### src/rtl/mem_arbiter.sv
// mem_arbiter: shares a single-port data memory between the CPU data path (port 0)
// and a loader/debug master (port 1). Round-robin arbitration with a bounded lock,
// one memory command per transaction, read data returned two cycles after the request.
module mem_arbiter #(
    parameter int ADDR_W   = 16,
    parameter int DATA_W   = 16,
    parameter int MAX_LOCK = 4
) (
    input  logic              clk,
    input  logic              rst,
    input  logic              m0_req,
    input  logic              m0_we,
    input  logic              m0_lock,
    input  logic [ADDR_W-1:0] m0_addr,
    input  logic [DATA_W-1:0] m0_wdata,
    output logic              m0_gnt,
    output logic              m0_rvalid,
    output logic [DATA_W-1:0] m0_rdata,
    input  logic              m1_req,
    input  logic              m1_we,
    input  logic              m1_lock,
    input  logic [ADDR_W-1:0] m1_addr,
    input  logic [DATA_W-1:0] m1_wdata,
    output logic              m1_gnt,
    output logic              m1_rvalid,
    output logic [DATA_W-1:0] m1_rdata,
    output logic              mem_we,
    output logic              mem_re,
    output logic [ADDR_W-1:0] mem_addr,
    output logic [DATA_W-1:0] mem_wdata,
    input  logic [DATA_W-1:0] mem_rdata
);

    localparam int CNT_W = (MAX_LOCK < 1) ? 1 : $clog2(MAX_LOCK + 1);
    localparam logic [CNT_W-1:0] CNT_MAX = CNT_W'(MAX_LOCK);

    localparam logic [0:0] S_IDLE  = 1'b0;
    localparam logic [0:0] S_ISSUE = 1'b1;

    logic [0:0]        state_q, state_d;
    logic              rr_ptr_q, rr_ptr_d;
    logic              lock_vld_q, lock_vld_d;
    logic              lock_own_q, lock_own_d;
    logic [CNT_W-1:0]  lock_cnt_q, lock_cnt_d;
    logic [1:0]        gnt_q, gnt_d;
    logic [1:0]        rvalid_q, rvalid_d;
    logic              mem_we_q, mem_we_d;
    logic              mem_re_q, mem_re_d;
    logic [ADDR_W-1:0] mem_addr_q, mem_addr_d;
    logic [DATA_W-1:0] mem_wdata_q, mem_wdata_d;
    logic [DATA_W-1:0] rdata0_q, rdata0_d;
    logic [DATA_W-1:0] rdata1_q, rdata1_d;

    logic [1:0] req;
    logic [1:0] we;
    logic [1:0] lck;
    logic       own_req;
    logic       lock_expired;
    logic       lock_win;
    logic       winner;

    assign req = {m1_req, m0_req};
    assign we  = {m1_we, m0_we};
    assign lck = {m1_lock, m0_lock};

    // The lock holder keeps priority only while it is requesting and still under its
    // grant budget; otherwise the round-robin pointer decides.
    assign own_req      = req[lock_own_q];
    assign lock_expired = lock_vld_q && (lock_cnt_q >= CNT_MAX);
    assign lock_win     = lock_vld_q && own_req && !lock_expired;
    assign winner       = lock_win ? lock_own_q : (req[rr_ptr_q] ? rr_ptr_q : ~rr_ptr_q);

    // Next-state logic: arbitrate in IDLE, drive the command for exactly one ISSUE cycle.
    always_comb begin
        state_d     = state_q;
        rr_ptr_d    = rr_ptr_q;
        lock_vld_d  = lock_vld_q;
        lock_own_d  = lock_own_q;
        lock_cnt_d  = lock_cnt_q;
        gnt_d       = 2'b00;
        mem_we_d    = 1'b0;
        mem_re_d    = 1'b0;
        mem_addr_d  = mem_addr_q;
        mem_wdata_d = mem_wdata_q;
        // a read issued this cycle returns its data in the following cycle
        rvalid_d    = gnt_q & {2{mem_re_q}};
        // the memory output is itself registered; it is only captured for holding
        rdata0_d    = rvalid_q[0] ? mem_rdata : rdata0_q;
        rdata1_d    = rvalid_q[1] ? mem_rdata : rdata1_q;

        case (state_q)
            S_IDLE: begin
                // an owner that stops requesting gives up the lock at once
                if (lock_vld_q && !own_req) begin
                    lock_vld_d = 1'b0;
                    lock_cnt_d = '0;
                end
                if (|req) begin
                    state_d        = S_ISSUE;
                    gnt_d[winner]  = 1'b1;
                    mem_we_d       = we[winner];
                    mem_re_d       = ~we[winner];
                    mem_addr_d     = winner ? m1_addr : m0_addr;
                    mem_wdata_d    = winner ? m1_wdata : m0_wdata;
                    rr_ptr_d       = ~winner;
                    if (lck[winner]) begin
                        lock_vld_d = 1'b1;
                        lock_own_d = winner;
                        // continuing a live lock extends the run; anything else starts fresh
                        lock_cnt_d = lock_win ? (lock_cnt_q + CNT_W'(1)) : CNT_W'(1);
                    end else begin
                        lock_vld_d = 1'b0;
                        lock_cnt_d = '0;
                    end
                end
            end
            S_ISSUE: begin
                state_d = S_IDLE;
            end
            default: begin
                state_d = S_IDLE;
            end
        endcase
    end

    // State registers; reset also clears the pending read so no rvalid follows.
    always_ff @(posedge clk) begin
        if (rst) begin
            state_q     <= S_IDLE;
            rr_ptr_q    <= 1'b0;
            lock_vld_q  <= 1'b0;
            lock_own_q  <= 1'b0;
            lock_cnt_q  <= '0;
            gnt_q       <= 2'b00;
            rvalid_q    <= 2'b00;
            mem_we_q    <= 1'b0;
            mem_re_q    <= 1'b0;
            mem_addr_q  <= '0;
            mem_wdata_q <= '0;
            rdata0_q    <= '0;
            rdata1_q    <= '0;
        end else begin
            state_q     <= state_d;
            rr_ptr_q    <= rr_ptr_d;
            lock_vld_q  <= lock_vld_d;
            lock_own_q  <= lock_own_d;
            lock_cnt_q  <= lock_cnt_d;
            gnt_q       <= gnt_d;
            rvalid_q    <= rvalid_d;
            mem_we_q    <= mem_we_d;
            mem_re_q    <= mem_re_d;
            mem_addr_q  <= mem_addr_d;
            mem_wdata_q <= mem_wdata_d;
            rdata0_q    <= rdata0_d;
            rdata1_q    <= rdata1_d;
        end
    end

    assign m0_gnt    = gnt_q[0];
    assign m1_gnt    = gnt_q[1];
    assign m0_rvalid = rvalid_q[0];
    assign m1_rvalid = rvalid_q[1];
    assign m0_rdata  = rvalid_q[0] ? mem_rdata : rdata0_q;
    assign m1_rdata  = rvalid_q[1] ? mem_rdata : rdata1_q;
    assign mem_we    = mem_we_q;
    assign mem_re    = mem_re_q;
    assign mem_addr  = mem_addr_q;
    assign mem_wdata = mem_wdata_q;

endmodule
### config.mk
export PLATFORM = sky130hd
export DESIGN_NAME = mem_arbiter
export DESIGN_NICKNAME = d
export VERILOG_FILES = /design/src/rtl/mem_arbiter.sv
export SDC_FILE = /design/constraint.sdc
export NUM_CORES = 1
export LEC_CHECK = 0
export BUFFER_PORTS_ARGS = -buffer_cell sky130_fd_sc_hd__buf_2
export CORE_MARGIN = 1
export CORE_UTILIZATION = 46
export CTS_CLUSTER_SIZE = 40
export DETAILED_ROUTE_END_ITERATION = 10
export GPL_ROUTABILITY_DRIVEN = 1
export PLACE_DENSITY = 0.77
export SLEW_MARGIN = 20
export SYNTH_ARGS = -nofsm -noshare
export SYNTH_HDL_FRONTEND = slang
export SYNTH_SLANG_ARGS = --single-unit
### constraint.sdc
create_clock -name clk -period 1.97 [get_ports clk]
set_clock_uncertainty 0.2 [all_clocks]
set_input_delay 0.197 -clock clk [delete_from_list [all_inputs] [get_ports clk]]
set_output_delay 0.197 -clock clk [all_outputs]
set_load 0.02 [all_outputs]
# [Word-level counts from Yosys, hierarchy flattened]
# Index checks and enable logic that the tools add are counted.
[word_totals] elab_cells=63 inputBits=88 output_inout_bits=70 regBits=77
[classes] reduce_logical=13 magnitude_cmp=5 bitwise=6 addsub=1 n_mux=25
[ops] cell="$mux W16" count=4
[ops] cell="$mux W1" count=15
[ops] cell="$mux W3" count=4
[ops] cell="$lt A1 B2 Y1 const B" count=3
[ops] cell="$logic_and A1 B1 Y1" count=5
[ops] cell="$not A1 Y1" count=5
[ops] cell="$reduce_and A2 Y1" count=2
[ops] cell="$add A3 B1 Y3 const B" count=1
[ops] cell="$ge A3 B3 Y1 const B" count=1
[ops] cell="$reduce_and A3 Y1" count=1
[ops] cell="$reduce_or A3 Y1" count=1
[ops] cell="$and A2 B2 Y2" count=1
[ops] cell="$logic_not A1 Y1" count=2
[ops] cell="$pmux W1 S2" count=1
[ops] cell="$reduce_bool A2 Y1" count=1
[ops] cell="$reduce_or A2 Y1" count=1
[ops] cell="$demux W1 S1" count=1
[ops] cell="$ge A1 B1 Y1 const B" count=1

# [Longest topological paths before layout]
# Gate-level depths: netlist of run 1.
[depth] depth_word=9 mapped_depth=6 ltp_nobuf=5

# [Worst setup path after synthesis of run 1]
# Ideal clock, no wire load.
[synth_path] path_kind="reg2reg" startpoint="reg rvalid_q[0]" endpoint="reg rdata0_q[0]" arrival_time_ns=1.524 path_buffers=2 path_slack_ns=0.131 path_stages_with_launch=5 synth_period_minus_slack_ns=1.839 required_time_ns=1.655 setup_ns=0.115 cell_sequence="dfxtp_1 -> clkbuf_1 -> buf_2 -> mux2_2 -> and2_1"
[synth_via] elab_chain_len=1
[synth_rtl] element="start: declaration" line_no="46" text="logic [1:0] rvalid_q, rvalid_d;"
[synth_rtl] element="start signal: assignment" line_no="149" text="rvalid_q <= rvalid_d;"
[synth_rtl] element="$mux W16"
[synth_rtl] element="net m0_rdata[0]" line_no="18" text="output logic [DATA_W-1:0] m0_rdata,"
[synth_rtl] element="end signal: assignment" line_no="154" text="rdata0_q <= rdata0_d;"
[synth_rtl] element="end: declaration" line_no="51" text="logic [DATA_W-1:0] rdata0_q, rdata0_d;"
# The timed path passes the listed nets, and every way through them passes these cells.
# A chain may end at the register's enable or synchronous reset.

# [Worst setup path in the final report of run 1]
[layout_path] startpoint="reg lock_own_q" endpoint="reg mem_addr_q[10], in the netlist mem_addr[10]"
[layout_via] elab_chain_len=6
[layout_rtl] element="start: declaration" line_no="43" text="logic lock_own_q, lock_own_d;"
[layout_rtl] element="start signal: assignment" line_no="146" text="lock_own_q <= lock_own_d;"
[layout_rtl] element="$mux W1 (not written as such) (2 in a row)" line_no="68" text="assign own_req = req[lock_own_q];"
[layout_rtl] element="$logic_and A1 B1 Y1 (2 in a row)" line_no="70" text="assign lock_win = lock_vld_q && own_req && !lock_expired;"
[layout_rtl] element="$mux W1 (*)" line_no="71" text="assign winner = lock_win ? lock_own_q : (req[rr_ptr_q] ? rr_ptr_q : ~rr_ptr_q);"
[layout_rtl] element="$mux W16 (*)" line_no="103" text="mem_addr_d = winner ? m1_addr : m0_addr;"
[layout_rtl] element="end signal: assignment" line_no="152" text="mem_addr_q <= mem_addr_d;"
[layout_rtl] element="end: declaration" line_no="49" text="logic [ADDR_W-1:0] mem_addr_q, mem_addr_d;"
# Mark *: on every way between the ends. The rest lies on a longest branch, timed or not. The select of a mux whose other input is x is not followed.

==> metrics.yaml, run 1 <==
worst_ep_arrival_time_ps: 1940
vias_in_the_first_global_route: 3724
cell_count_after_synthesis: 359
fillCellCount: 460
port-buffer-count: 157
grt_first_pass_wirelength_mm: 17.7
initial_utilization: 0.482
run_status: "completed"
crit_end_element: "flop"
placementRows: 30
grt_overflow_total: 0
slew-limit-headroom: 0.721
postLayoutCellArea_sq_um: 5230
syn-cell-area_sq_um: 3310
final_antenna_net_count: 0
postSynthRegisterBits: 77
clock_sink_count: 77
post-route-drc-count: 0
postPlaceCellArea_sq_um: 4190
worst-setup-path-type: "reg -> reg"
h-tree-depth: 3
most_frequent_standard_cell_in_the_layout_excluding_fill_and_tap_cells: "sky130_fd_sc_hd__buf_2"
cap_viol_max_count: 0
chip_width_um: 86.9
dp.final_hpwl_mm: 5.94
fin_worst_hold_slack_ps: 11.3
weighted_congestion_at_the_end_of_routability_driven_global_placement: 0.911
drt-initial-drc-count: 311
global_route.usage.total: 0.308
final_layout_size_suffix_gt1_frac: 0.378
tightestPinTransition_ps: 419
r2r_setup_slack_ps: 70
place_ws_ps: 6.92
proportion_of_synthesized_chip_area_in_sequential_cells: 0.465
leakage_nw: 2.45
power.switching_mw: 1.09
sw_frac_of_total: 0.266
synthesis.yosys.warnings: 0
final.period_utilization: 0.964
route.detailed.wl_per_inst_um: 17.3
worstSkewPairLatency_ps: 350
critical_path.max_fanout: 36
antennaDiodeCount: 0
stdcell_count: 678
cts_root_buffer: "sky130_fd_sc_hd__clkbuf_8"
timing.final.setup_violations: 0
clk_pin_slew_ps: 70
antenna_found_initial: 0
routed-via-count: 3846
fin_hold_viols: 0
die_h_um: 86.9
commonest_cells_after_routing_fill_and_taps_aside: "sky130_fd_sc_hd__buf_2, sky130_fd_sc_hd__dfxtp_1, sky130_fd_sc_hd__dlygate4sd3_1, sky130_fd_sc_hd__nand3_1, sky130_fd_sc_hd__nor2_1"
grt_max_degree: 39
detail_route.first_pass.iterations: 5
seq_power_share: 0.416
final_max_slew_viol_count: 0
final.min_clock_period_ps: 1900
p_int_mw: 3.00
share_clk_of_total_power: 0.387
ios: 158
cts-root-to-sink-buffers: 2
share_comb_of_total_power: 0.198
drt-vias-per-instance: 5.67
timing.fmax_mhz: 527
synth_nets: 448
p_per_area_nw_per_um2: 782
design.final.nets: 667
rsz0062_at_grt: "false"
placed_cells_incl_taps: 588
cts_tree: "done"
timing.critical_path.required_ps: 2010
core_area_sq_um: 6870
wirelength_mm: 11.7
fin_tns_setup_ps: 0
synth.avg_cell_area_sq_um: 9.23
floorplan.die_area_sq_um: 7550
tritoncts.num_buffers: 9
final.setup.worst_slack_ps: 71.7
synthToLayoutAreaGrowth_pct: 57.8
min_delay_worst_type: "in -> reg"
ir_drop_v: 0.000393
count_of_distinct_cell_types_in_the_synthesized_netlist: 37
worstSetupStartpointType: "flop"
path summary, 6_finish.rpt:
path,start,to,cells past startpoint
worst max register to register,lock_own_q,mem_addr[10],4
worst min register to register,gnt_q[1],rvalid_q[1],1
worst min-delay path,mem_rdata[7],rdata0_q[7],3
worst max-delay path,lock_own_q,mem_addr[10],4
per-stage QoR:
step | utilization | total power, mW
2_1_floorplan | - | 2.11
3_3_place_gp | 0.610 | 2.34
3_5_place_dp | 0.610 | 2.36
4_1_cts | 0.757 | 4.03
5_1_grt | 0.761 | 4.21
6_report | 0.761 | 4.09
state kept, by name (all words and copies together) (netlist names):
register / cells
state_q: 1
lock_vld_q: 1
mem_we: 1
mem_addr: 16
rdata1_q: 16
rr_ptr_q: 1
mem_re: 1
rdata0_q: 16
gnt_q: 2
rvalid_q: 2
mem_wdata: 16
lock_own_q: 1
lock_cnt_q: 3
critical path: stages, from the launching register on:
cell                       delay (ps)
sky130_fd_sc_hd__dfxtp_1          380
sky130_fd_sc_hd__and4b_1          260
sky130_fd_sc_hd__a31o_4           360
sky130_fd_sc_hd__o21ai_0          210
sky130_fd_sc_hd__a311oi_1         360
layer usage:
layer	up-vias	wire length, um	global-route usage	part of all wire
met4	0	614	0.191	0.052
li1	1738	-	-	-
met5	-	0	0	0
met3	64	1120	0.0758	0.096
met2	285	5590	0.517	0.48
met1	1759	4370	0.351	0.37
logic make-up (layout without fill, tap and decap cells):
| logic type | after synthesis | count (layout) | share of synthesized area |
|---|---|---|---|
| adder cells (fa/ha/maj) | 1 | 1 | 0.00378 |
| flip-flops | 77 | 77 | 0.465 |
| multiplexers | 33 | 33 | 0.112 |
| buffers and inverters | 36 | 259 | 0.0521 |
| AND/OR/NAND/NOR | 132 | 132 | 0.200 |
| AO/OA/AOI/OAI | 80 | 80 | 0.167 |
synthesized netlist by cell type (all sizes together):
cell type / instances / area share
a311oi: 32 / 0.085
nand4: 4 / 0.0076
a211o: 1 / 0.0026
mux2i: 1 / 0.0030
nand2: 11 / 0.012
ha: 1 / 0.0038
o21ai: 34 / 0.051
nand2b: 1 / 0.0019
nand3: 36 / 0.054
nor2: 37 / 0.042
o21ba: 1 / 0.0030
and2: 32 / 0.060
clkbuf: 19 / 0.023
or2: 1 / 0.0019
o21bai: 1 / 0.0023
inv: 2 / 0.0023
nor3b: 1 / 0.0023
a21o: 1 / 0.0023
o221ai: 1 / 0.0026
buf: 15 / 0.027
o211ai: 2 / 0.0045
mux2: 32 / 0.11
and4b: 1 / 0.0030
a21oi: 3 / 0.0045
o21a: 1 / 0.0023
a31oi: 1 / 0.0019
dfxtp: 77 / 0.47
and3: 3 / 0.0057
nor2b: 1 / 0.0019
a31o: 1 / 0.0026
nor3: 3 / 0.0045
or3: 1 / 0.0019
o311ai: 1 / 0.0026
power by group through the flow:
stage / combinational (mW) / clock [mW] / sequential (mW)
floorplan: 0.292 / 0 / 1.81
global placement: 0.618 / 0 / 1.72
detailed placement: 0.632 / 0 / 1.73
CTS: 0.749 / 1.59 / 1.69
global route: 0.851 / 1.65 / 1.71
finish: 0.807 / 1.58 / 1.70
layout make-up:
| type | instances | area [sq um] | area share |
|---|---|---|---|
| sequential | 77 | 1540 | 0.295 |
| tap | 96 | 120 | 0.0230 |
| timing repair buffer | 242 | 1660 | 0.318 |
| clock buffer | 11 | 141 | 0.0270 |
| clock inverter | 4 | 120 | 0.0230 |
| inverter | 2 | 7.51 | 0.00144 |
| multi-input combinational | 246 | 1640 | 0.313 |
repair_timing:
| item | CTS | global route |
|---|---|---|
| setup buffers | 0 | 0 |
| hold buffers | 75 | 0 |
| gates resized for setup | 0 | 4 |
| endpoints found under the hold margin | 47 | 0 |
| setup endpoints to repair | 0 | 36 |
No activity file was read; power rests on OpenSTA's default activity.
==> run 2: changes to the inputs <==
--- a/config.mk
+++ b/config.mk
@@ -7,11 +7,11 @@
 export LEC_CHECK = 0
 export BUFFER_PORTS_ARGS = -buffer_cell sky130_fd_sc_hd__buf_2
 export CORE_MARGIN = 1
-export CORE_UTILIZATION = 46
+export CORE_UTILIZATION = 42
 export CTS_CLUSTER_SIZE = 40
 export DETAILED_ROUTE_END_ITERATION = 10
 export GPL_ROUTABILITY_DRIVEN = 1
-export PLACE_DENSITY = 0.77
+export PLACE_DENSITY = 0.74
 export SLEW_MARGIN = 20
 export SYNTH_ARGS = -nofsm -noshare
 export SYNTH_HDL_FRONTEND = slang
==> constraint.sdc (replaced) <==
create_clock -name clk -period 1.6 [get_ports clk]
set_clock_uncertainty 0.2 [all_clocks]
set_input_delay 0.16 -clock clk [delete_from_list [all_inputs] [get_ports clk]]
set_output_delay 0.16 -clock clk [all_outputs]
set_load 0.02 [all_outputs]
==> run 2 against run 1 <==
The flow now finishes with violations (hold timing, setup timing). Flip-flop and latch count stayed put. Maximum frequency is 11% lower. Cell count is 6.6% higher. Combinational power is 56% higher. Non-clock buffer count is 37 higher. Sequential power is 23% higher. Design area is 19% higher. First-iteration DRC count is 33% lower. Worst setup slack worse by 600 ps. Core utilization is 4.9 points higher.
==> metrics.yaml, run 2 (same netlist as run 1, synthesis figures left out) <==
run_status: "finished with violations"
violations_in_the_final_reports: "hold timing, setup timing"
synthToLayoutAreaGrowth_pct: 87.9
timing.critical_path.required_ps: 1610
share_comb_of_total_power: 0.252
final_max_slew_viol_count: 0
die_h_um: 90.8
place_ws_ps: -230
antenna_found_initial: 1
worst_ep_arrival_time_ps: 2140
worstSetupStartpointType: "flop"
rsz0062_at_grt: "true"
routed-via-count: 4172
worst-setup-path-type: "reg -> reg"
chip_width_um: 90.8
initial_utilization: 0.431
ir_drop_v: 0.000492
timing.fmax_mhz: 469
fillCellCount: 425
critical_path.max_fanout: 8
slew-limit-headroom: 0.640
clock_sink_count: 77
cap_viol_max_count: 0
floorplan.die_area_sq_um: 8250
final_antenna_net_count: 0
final.setup.worst_slack_ps: -531
detail_route.first_pass.iterations: 7
port-buffer-count: 157
leakage_nw: 2.77
grt_first_pass_wirelength_mm: 19.7
p_per_area_nw_per_um2: 800
tightestPinTransition_ps: 540
grt_max_degree: 48
grt_overflow_total: 0
cts_root_buffer: "sky130_fd_sc_hd__clkbuf_8"
tritoncts.num_buffers: 9
final.min_clock_period_ps: 2130
power.switching_mw: 1.51
timing.final.setup_violations: 69
final_layout_size_suffix_gt1_frac: 0.477
postLayoutCellArea_sq_um: 6230
global_route.usage.total: 0.299
fin_hold_viols: 1
weighted_congestion_at_the_end_of_routability_driven_global_placement: 0.881
worstSkewPairLatency_ps: 350
drt-vias-per-instance: 5.77
dp.final_hpwl_mm: 6.27
seq_power_share: 0.420
crit_end_element: "flop"
h-tree-depth: 3
min_delay_worst_type: "in -> reg"
commonest_cells_after_routing_fill_and_taps_aside: "sky130_fd_sc_hd__buf_2, sky130_fd_sc_hd__dlygate4sd3_1, sky130_fd_sc_hd__dfxtp_1, sky130_fd_sc_hd__nor2_1, sky130_fd_sc_hd__buf_6"
drt-initial-drc-count: 207
postPlaceCellArea_sq_um: 4330
cts-root-to-sink-buffers: 2
sw_frac_of_total: 0.303
design.final.nets: 704
cts_tree: "done"
fin_worst_hold_slack_ps: -6.88
clk_pin_slew_ps: 90
most_frequent_standard_cell_in_the_layout_excluding_fill_and_tap_cells: "sky130_fd_sc_hd__buf_2"
share_clk_of_total_power: 0.327
route.detailed.wl_per_inst_um: 20.9
post-route-drc-count: 0
vias_in_the_first_global_route: 3999
ios: 158
wirelength_mm: 15.1
final.period_utilization: 1.33
placementRows: 32
core_area_sq_um: 7690
p_int_mw: 3.48
[run 2: path summary, 6_finish.rpt]
check	start	endpoint	slack (ps)	depth (start not counted)
worst min register to register	mem_re	rvalid_q[0]	280	1
worst min-delay path	mem_rdata[11]	rdata0_q[11]	-7	3
worst max-delay path	lock_cnt_q[2]	mem_addr[6]	-530	7
worst max register to register	lock_cnt_q[2]	mem_addr[6]	-530	7
[run 2: layout make-up]
class / instances / area, sq um / area share
diodes: 1 / 2.50 / 0.000402
multi-input cells: 246 / 2000 / 0.321
flip-flops and latches: 77 / 1550 / 0.249
clock inverters: 6 / 87.6 / 0.0141
clock buffers: 10 / 128 / 0.0205
repair buffers: 279 / 2320 / 0.373
well taps: 102 / 128 / 0.0205
inverters: 2 / 7.51 / 0.00121
[run 2: metrics by stage]
step           TNS [ps]  instances  power [mW]   util
2_1_floorplan     -40.6        359        2.59      -
3_3_place_gp      -3610        608        2.92  0.563
3_5_place_dp      -5850        608        2.94  0.563
4_1_cts           -9650        709        4.72  0.727
5_1_grt          -14250        723        5.14  0.810
6_report         -11400        723        4.98  0.810
[run 2: power groups by stage]
stage | logic (mW) | clock network (mW) | registers (mW)
floorplan | 0.360 | 0 | 2.23
global route | 1.31 | 1.73 | 2.10
CTS | 1.00 | 1.63 | 2.08
finish | 1.26 | 1.63 | 2.09
global placement | 0.800 | 0 | 2.12
detailed placement | 0.814 | 0 | 2.12
[run 2: what timing repair did]
action / 4_1_cts / 5_1_grt
pin swaps: 8 / 42
endpoints found under the setup margin: 71 / 74
hold endpoints to repair: 69 / 4
gates cloned: 2 / 5
resized for setup: 50 / 107
hold buffers: 79 / 3
setup buffers: 4 / 8
[run 2: layer usage]
layer / up-vias / GRT usage / part of all wire / wire length (um)
met4: 0 / 0.165 / 0.057 / 866
met5: - / 0 / 0 / 0
met1: 1968 / 0.336 / 0.35 / 5310
li1: 1811 / - / - / -
met3: 85 / 0.0699 / 0.087 / 1320
met2: 308 / 0.521 / 0.50 / 7640
[run 2: critical path, cell delays in order (launching register included)]
cell	delay, ps
sky130_fd_sc_hd__dfxtp_2	360
sky130_fd_sc_hd__and4b_1	220
sky130_fd_sc_hd__buf_6	120
sky130_fd_sc_hd__a31oi_4	160
sky130_fd_sc_hd__buf_12	160
sky130_fd_sc_hd__clkbuf_16	150
sky130_fd_sc_hd__nand3_1	160
sky130_fd_sc_hd__a311oi_1	460
